### src/rtl/serial_sub_pkg.sv
// Shared definitions for the bit-serial subtractor: FSM state encoding and default width.
package serial_sub_pkg;

   localparam int DEFAULT_WIDTH = 8;

   typedef enum logic [1:0] {
      ST_IDLE = 2'd0,
      ST_RUN  = 2'd1,
      ST_DONE = 2'd2
   } state_t;

endpackage

### src/rtl/full_sub_structural.sv
// 1-bit full subtractor cell, gate level: d = a - b - bin, bout set when the bit underflows.
module full_sub_structural (
   input  logic a,
   input  logic b,
   input  logic bin,
   output logic d,
   output logic bout
);

   logic axb;
   logic axb_n;
   logic a_n;
   logic t_ab;
   logic t_bin;

   xor u_x1 (axb, a, b);
   xor u_x2 (d, axb, bin);
   not u_n1 (a_n, a);
   not u_n2 (axb_n, axb);
   and u_g1 (t_ab, a_n, b);
   and u_g2 (t_bin, axb_n, bin);
   or  u_o1 (bout, t_ab, t_bin);

endmodule

### src/rtl/serial_sub_ctrl.sv
// Bit-serial unsigned subtractor: one shared full-subtractor cell walks the operands LSB first.
// Start accepted in IDLE only; result lands WIDTH edges later with a one-cycle done pulse.
module serial_sub_ctrl
   import serial_sub_pkg::*;
#(
   parameter  int WIDTH = DEFAULT_WIDTH,
   localparam int CNT_W = $clog2(WIDTH + 1)
) (
   input  logic             clk,
   input  logic             rst_n,
   input  logic             start_in,
   input  logic [WIDTH-1:0] a_in,
   input  logic [WIDTH-1:0] b_in,
   output logic             busy_out,
   output logic             done_out,
   output logic [WIDTH-1:0] diff_out,
   output logic             borrow_out
);

   state_t           state;
   state_t           state_next;
   logic [WIDTH-1:0] a_sr;
   logic [WIDTH-1:0] b_sr;
   logic [WIDTH-1:0] d_sr;
   logic [WIDTH-1:0] d_sr_next;
   logic             borrow;
   logic [CNT_W-1:0] cnt;
   logic             cell_d;
   logic             cell_bout;
   logic             last_bit;

   full_sub_structural u_cell (
      .a    (a_sr[0]),
      .b    (b_sr[0]),
      .bin  (borrow),
      .d    (cell_d),
      .bout (cell_bout)
   );

   assign last_bit = (cnt == CNT_W'(WIDTH - 1));

   // New diff bit enters at the MSB so the LSB-first stream ends up in place after WIDTH shifts.
   generate
      if (WIDTH == 1) begin : g_w1
         assign d_sr_next = cell_d;
      end else begin : g_wn
         assign d_sr_next = {cell_d, d_sr[WIDTH-1:1]};
      end
   endgenerate

   always_ff @(posedge clk or negedge rst_n) begin
      if (!rst_n) begin
         state <= ST_IDLE;
      end else begin
         state <= state_next;
      end
   end

   always_comb begin
      state_next = state;
      case (state)
         ST_IDLE: if (start_in) state_next = ST_RUN;
         ST_RUN:  if (last_bit) state_next = ST_DONE;
         ST_DONE: state_next = ST_IDLE;
         default: state_next = ST_IDLE;
      endcase
   end

   assign busy_out = (state == ST_RUN) || (state == ST_DONE);
   assign done_out = (state == ST_DONE);

   always_ff @(posedge clk or negedge rst_n) begin
      if (!rst_n) begin
         a_sr       <= '0;
         b_sr       <= '0;
         d_sr       <= '0;
         borrow     <= 1'b0;
         cnt        <= '0;
         diff_out   <= '0;
         borrow_out <= 1'b0;
      end else begin
         case (state)
            ST_IDLE: begin
               if (start_in) begin
                  a_sr   <= a_in;
                  b_sr   <= b_in;
                  borrow <= 1'b0;
                  cnt    <= '0;
               end
            end
            ST_RUN: begin
               a_sr   <= a_sr >> 1;
               b_sr   <= b_sr >> 1;
               d_sr   <= d_sr_next;
               borrow <= cell_bout;
               cnt    <= cnt + CNT_W'(1);
               // Result registers only move here, so they hold across later starts.
               if (last_bit) begin
                  diff_out   <= d_sr_next;
                  borrow_out <= cell_bout;
               end
            end
            default: ;
         endcase
      end
   end

endmodule

### config.mk
export PLATFORM = sky130hd
export DESIGN_NAME = serial_sub_ctrl
export DESIGN_NICKNAME = d
export VERILOG_FILES = /design/src/rtl/serial_sub_pkg.sv /design/src/rtl/full_sub_structural.sv /design/src/rtl/serial_sub_ctrl.sv
export SDC_FILE = /design/constraint.sdc
export NUM_CORES = 1
export LEC_CHECK = 0
export ABC_AREA = 0
export BUFFER_PORTS_ARGS = -buffer_cell sky130_fd_sc_hd__buf_4
export CAP_MARGIN = 10
export CORE_ASPECT_RATIO = 0.75
export CORE_MARGIN = 2
export CORE_UTILIZATION = 27
export DETAILED_ROUTE_END_ITERATION = 8
export REMOVE_ABC_BUFFERS = 1
export SKIP_LAST_GASP = 1
export SLEW_MARGIN = 15
export SYNTH_ARGS = -nofsm -noshare
export SYNTH_HDL_FRONTEND = slang
export SYNTH_SLANG_ARGS = --single-unit
### constraint.sdc
create_clock -name clk -period 2 [get_ports clk]
set_clock_uncertainty 0.05 [all_clocks]
set_input_delay 0.5 -clock clk [delete_from_list [all_inputs] [get_ports clk]]
set_output_delay 0.5 -clock clk [all_outputs]
set_load 0.01 [all_outputs]
Yosys cells after proc, flatten, opt, wreduce, memory -nomap -nowiden
Cells that the tools add are included.

Register bits after elaboration: 40. Input port bits: 19. Output and inout bits: 11. Logic and storage cells: 38.

Add/sub/neg operators: 1. Equal/unequal tests: 5. Multiplexer cells: 11. Bitwise logic cells: 7. Reduce and logical (&&, ||, !) cells: 6.

Operators with widths (number): $pmux W8 S2 (2); $mux W8 (2); $pmux W4 S2 (1); $reduce_and A2 Y1 (3); $add A4 B1 Y4 const B (1); $eq A4 B3 Y1 const B (1); $mux W2 (2); $mux W4 (1); $ne A2 B2 Y1 const B (2); $pmux W2 S2 (1); $and A1 B1 Y1 (2); $eq A2 B1 Y1 const B (1); $eq A2 B2 Y1 const B (1); $logic_not A2 Y1 (1); $not A1 Y1 (2); $pmux W1 S2 (1); $reduce_bool A2 Y1 (1); $xor A1 B1 Y1 (2); $logic_or A1 B1 Y1 (1); $mux W1 (1); $or A1 B1 Y1 (1).

Longest topological paths before layout
Depth after elaboration: 5. Depth in mapped cells: 7. Gate-level depth less buffers: 5.

Modules after synthesis
A second synthesis with hierarchy kept.

Cells, all modules: 144. Area, all modules: 1764.2 um^2.

Modules (own cells, without submodules): serial_sub_ctrl (instances 1, cells an instance 140, area each 1732.9 um^2); full_sub_structural (instances 1, cells an instance 4, area each 31.3 um^2).

Worst setup path before layout
No wires, ideal clock.

Path type: register to register. Start point: register state[0]. End point: register cnt[2]. Setup time: 87 ps. Arrival time: 1308 ps. Setup slack: 556 ps. Stages on the path, launching flop included: 8. Buffers on the path: 2. Clock period less this slack: 1444 ps. Cell sequence: dfrtp_1 inv_1 ha_1 mux2i_1 buf_4 buf_6 nand2_1 o211ai_1.

Cells in the longest elaborated chain, start to end: 3. Elaborated cells between the ends (all ways): 6.

RTL lines: start, declared (RTL line serial_sub_ctrl.sv:20) `state_t state;`; start signal, assigned (RTL line serial_sub_ctrl.sv:55) `state <= state_next;`; $eq A2 B1 Y1 / $logic_not A2 Y1 (equally long branches) (RTL line serial_sub_ctrl.sv:82) `case (state)`; $reduce_bool A2 Y1 (no source line) / $ne A2 B2 Y1 (equally long branches); $reduce_and A2 Y1 (no source line); end signal, assigned (RTL line serial_sub_ctrl.sv:96) `cnt <= cnt + CNT_W'(1);`; end, declared (RTL line serial_sub_ctrl.sv:27) `logic [CNT_W-1:0] cnt;`.

Several ways; a longest one is shown, not always the timed one. A chain may end at the register's enable or synchronous reset.

Worst setup path in the final report
Start point: register state[0]. End point: output busy_out.

Cells in the longest elaborated chain, start to end: 2. Elaborated cells between the ends (all ways): 3.

RTL lines: $eq A2 B1 Y1 / $eq A2 B2 Y1 (equally long branches) (RTL line serial_sub_ctrl.sv:69) `assign busy_out = (state == ST_RUN) || (state == ST_DONE);`; $logic_or A1 B1 Y1 * (RTL line serial_sub_ctrl.sv:69); end, declared (RTL line serial_sub_ctrl.sv:14) `output logic busy_out,`.

Every way passes the cells marked *; elsewhere a longest branch is shown, timed or not.

==> run_results.csv <==
group,metric,value,unit
power_and_ir_drop,total_power,3.33,mW
clock_tree,ctsLongestPathBuffers,2,
detailed_routing,route.detailed.drc,0,
global_route,overflow,0,
die,core-area,0.00638,mm²
synth,syn_area,0.00180,mm²
sta,finalHoldViolations,0,
power_and_ir_drop,peakVddDrop,0.536,mV
global_route,antenna_found_initial,0,
global_route,grt.total_usage,0.0981,
run_status,status,"finished, final reports clean",
detailed_routing,drt_iter0_markers,55,
final_layout,insertedDiodeCount,0,
sta,timing.fmax,576,MHz
detailed_routing,vias_per_cell,4.32,
clock_tree,cts_hold_buffers,0,
sta,setup_ws,264,ps
power_and_ir_drop,power_leakage,1.08,nW
detailed_routing,vias,1119,
worst_setup_path,cp-end-kind,"primary output",
sta,rsz0062_at_grt,"false",
worst_setup_path,start_kind,"flip-flop",
worst_setup_path,slowest_stage,"dfrtp_1",
global_route,grt_pass1_wl,5670,µm
synth,yosys_warnings,0,
placement,io_buffers,29,
placement,pre_cts_slack,350,ps
final_layout,syn2layout_area_growth,23.3,%
final_layout,drive_gt1_frac,0.343,
synth,ys_seq_area_frac,0.542,
clock_tree,cts_tree,"done",
final_layout,fin_nets,201,
die,die_height,74.7,µm
worst_setup_path,path_cells,"inv_1, ha_1, buf_4",
global_route,grt_max_degree,40,
sta,period_needed,1740,ps
synth,syn_area_per_cell,12.5,µm²
die,die_area,0.00735,mm²
sta,period_share,0.868,
die,dieWidth,98.3,µm
worst_setup_path,critical_path_required,1450,ps
synth,synthCells,144,
power_and_ir_drop,powerDensity,1500,mW/mm²
clock_tree,clk_pin_slew,80,ps
placement,hpwl,2260,µm
clock_tree,numCtsBuffers,5,
clock_tree,cts_root_buffer,"clkbuf_8",
sta,setup_viol,0,
clock_tree,worstSkewPairLatency,290,ps
die,initial_core_util,0.282,
placement,gp_congestion,0.725,
sta,relSlewSlack,0.664,
final_layout,post-route-cell-area,0.00222,mm²
clock_tree,htreeDepth,2,
clock_tree,cts.sinks,39,
die,core.rowCount,25,
sta,tightest_slew,504,ps
worst_setup_path,critPathArrivalTime,1190,ps
sta,drv_slew,0,
detailed_routing,routed_wl,3210,µm
synth,ys_types,29,
global_route,first_global_vias,1161,
die,io_pins,30,
worst_setup_path,slowest_delay,380,ps
detailed_routing,drt-pass1-iter-count,4,
worst_setup_path,crit_type,"reg -> out",
placement,placed_cell_area,0.00211,mm²
worst_hold_path,hold_class,"in -> async",
detailed_routing,ant_nets,0,
worst_setup_path,crit_fanout,3,
job,drv_cap,0,
clock_tree,cts.repair.resized,0,
clock_tree,postCtsSetupBuffers,0,
detailed_routing,avgRoutedWirePerCell,12.4,µm
synth,synth-seq-cells,39,
power by group:
part / leakage [nW] / internal, mW / switching (mW)
Clock: 0.0581 / 0.372 / 0.286
Sequential: 0.499 / 1.13 / 0.215
Combinational: 0.525 / 0.698 / 0.627
Total: 1.08 / 2.20 / 1.13
per-layer routing:
metal | GRT usage | vias up | routed length, µm
met5 | 0 | - | 0
met4 | 0.0228 | 0 | 25
met3 | 0.0353 | 5 | 171
met2 | 0.147 | 32 | 1340
met1 | 0.137 | 517 | 1660
li1 | - | 565 | -
layout by cell type, fill, tap and decap left out, types with 2 or more instances in the layout:
| cell | synthesis | layout |
|---|---|---|
| nand2_1 | 24 | 24 |
| o21ai_1 | 12 | 12 |
| mux2_2 | 7 | 7 |
| inv_1 | 4 | 4 |
| clkbuf_8 | 0 | 5 |
| nand2b_1 | 2 | 2 |
| buf_4 | 2 | 32 |
| mux2_4 | 8 | 8 |
| dfrtp_1 | 39 | 39 |
| o21ai_0 | 7 | 7 |
| ha_1 | 4 | 4 |
| mux2i_1 | 15 | 14 |
final timing paths:
| check | cells past startpoint | start | slack (ps) | to |
|---|---|---|---|---|
| min in group clk | 3 | b_in[7] | 420 | b_sr[7] |
| max | 3 | state[0] | 260 | busy_out |
| min reg2reg | 2 | b_sr[7] | 430 | b_sr[7] |
| min | 1 | rst_n | 120 | diff_out[5] |
| max reg2reg | 5 | state[1] | 340 | cnt[3] |
| max in group asynchronous | 1 | rst_n | 1420 | a_sr[3] |
synth_stat cells, drive strengths merged:
cell type | n | area [µm²]
dfrtp | 39 | 976
nand2 | 24 | 90.1
o21ai | 19 | 95.1
mux2 | 15 | 199
mux2i | 15 | 150
buf | 6 | 63.8
inv | 5 | 18.8
ha | 4 | 50.1
a22oi | 2 | 20.0
nand2b | 2 | 12.5
nand4b | 2 | 32.5
a21oi | 1 | 5.00
a311oi | 1 | 8.76
a32o | 1 | 10.0
and2 | 1 | 6.26
clkbuf | 1 | 3.75
fa | 1 | 20.0
nand3 | 1 | 5.00
nand3b | 1 | 7.51
nor2 | 1 | 3.75
o211ai | 1 | 7.51
o41ai | 1 | 16.3
flip-flops by register name (all words and copies together) (netlist names):
name        flops
state           2
a_sr            8
borrow_out      1
diff_out        8
borrow          1
cnt             4
d_sr            7
b_sr            8
metrics by stage:
step / hold slack [ps] / std cells / TNS, ps / util
finish: 116 / 259 / 0 / 0.348
CTS: 130 / 259 / 0 / 0.348
detailed placement: 422 / 251 / 0 / 0.330
global placement: 412 / 251 / 0 / 0.330
floorplan: 154 / 137 / -22620 / -
global route: 161 / 259 / 0 / 0.348
cell families after synthesis:
family	Yosys count	share of synthesized area
and+or+nand+nor	32	0.0875
buffers and inverters	12	0.0479
AOI/OAI and AO/OA	26	0.0903
muxes	30	0.194
adders and majority gates	5	0.0389
DFF	39	0.542
worst max-delay path: cells and delay by family (launching register included):
| family | cells | cell delay [ps] |
|---|---|---|
| buffers and inverters | 2 | 220 |
| DFF | 1 | 380 |
| adders and majority gates | 1 | 290 |
area by class of cell:
| cell class | instances | area, µm² |
|---|---|---|
| fill | 646 | 4160 |
| sequential | 39 | 976 |
| multi-input combinational | 93 | 752 |
| timing repair buffer | 33 | 260 |
| tap | 81 | 101 |
| clock buffer | 5 | 68.8 |
| clock inverter | 3 | 43.8 |
| inverter | 5 | 18.8 |
(Power assumes the default switching activity.)
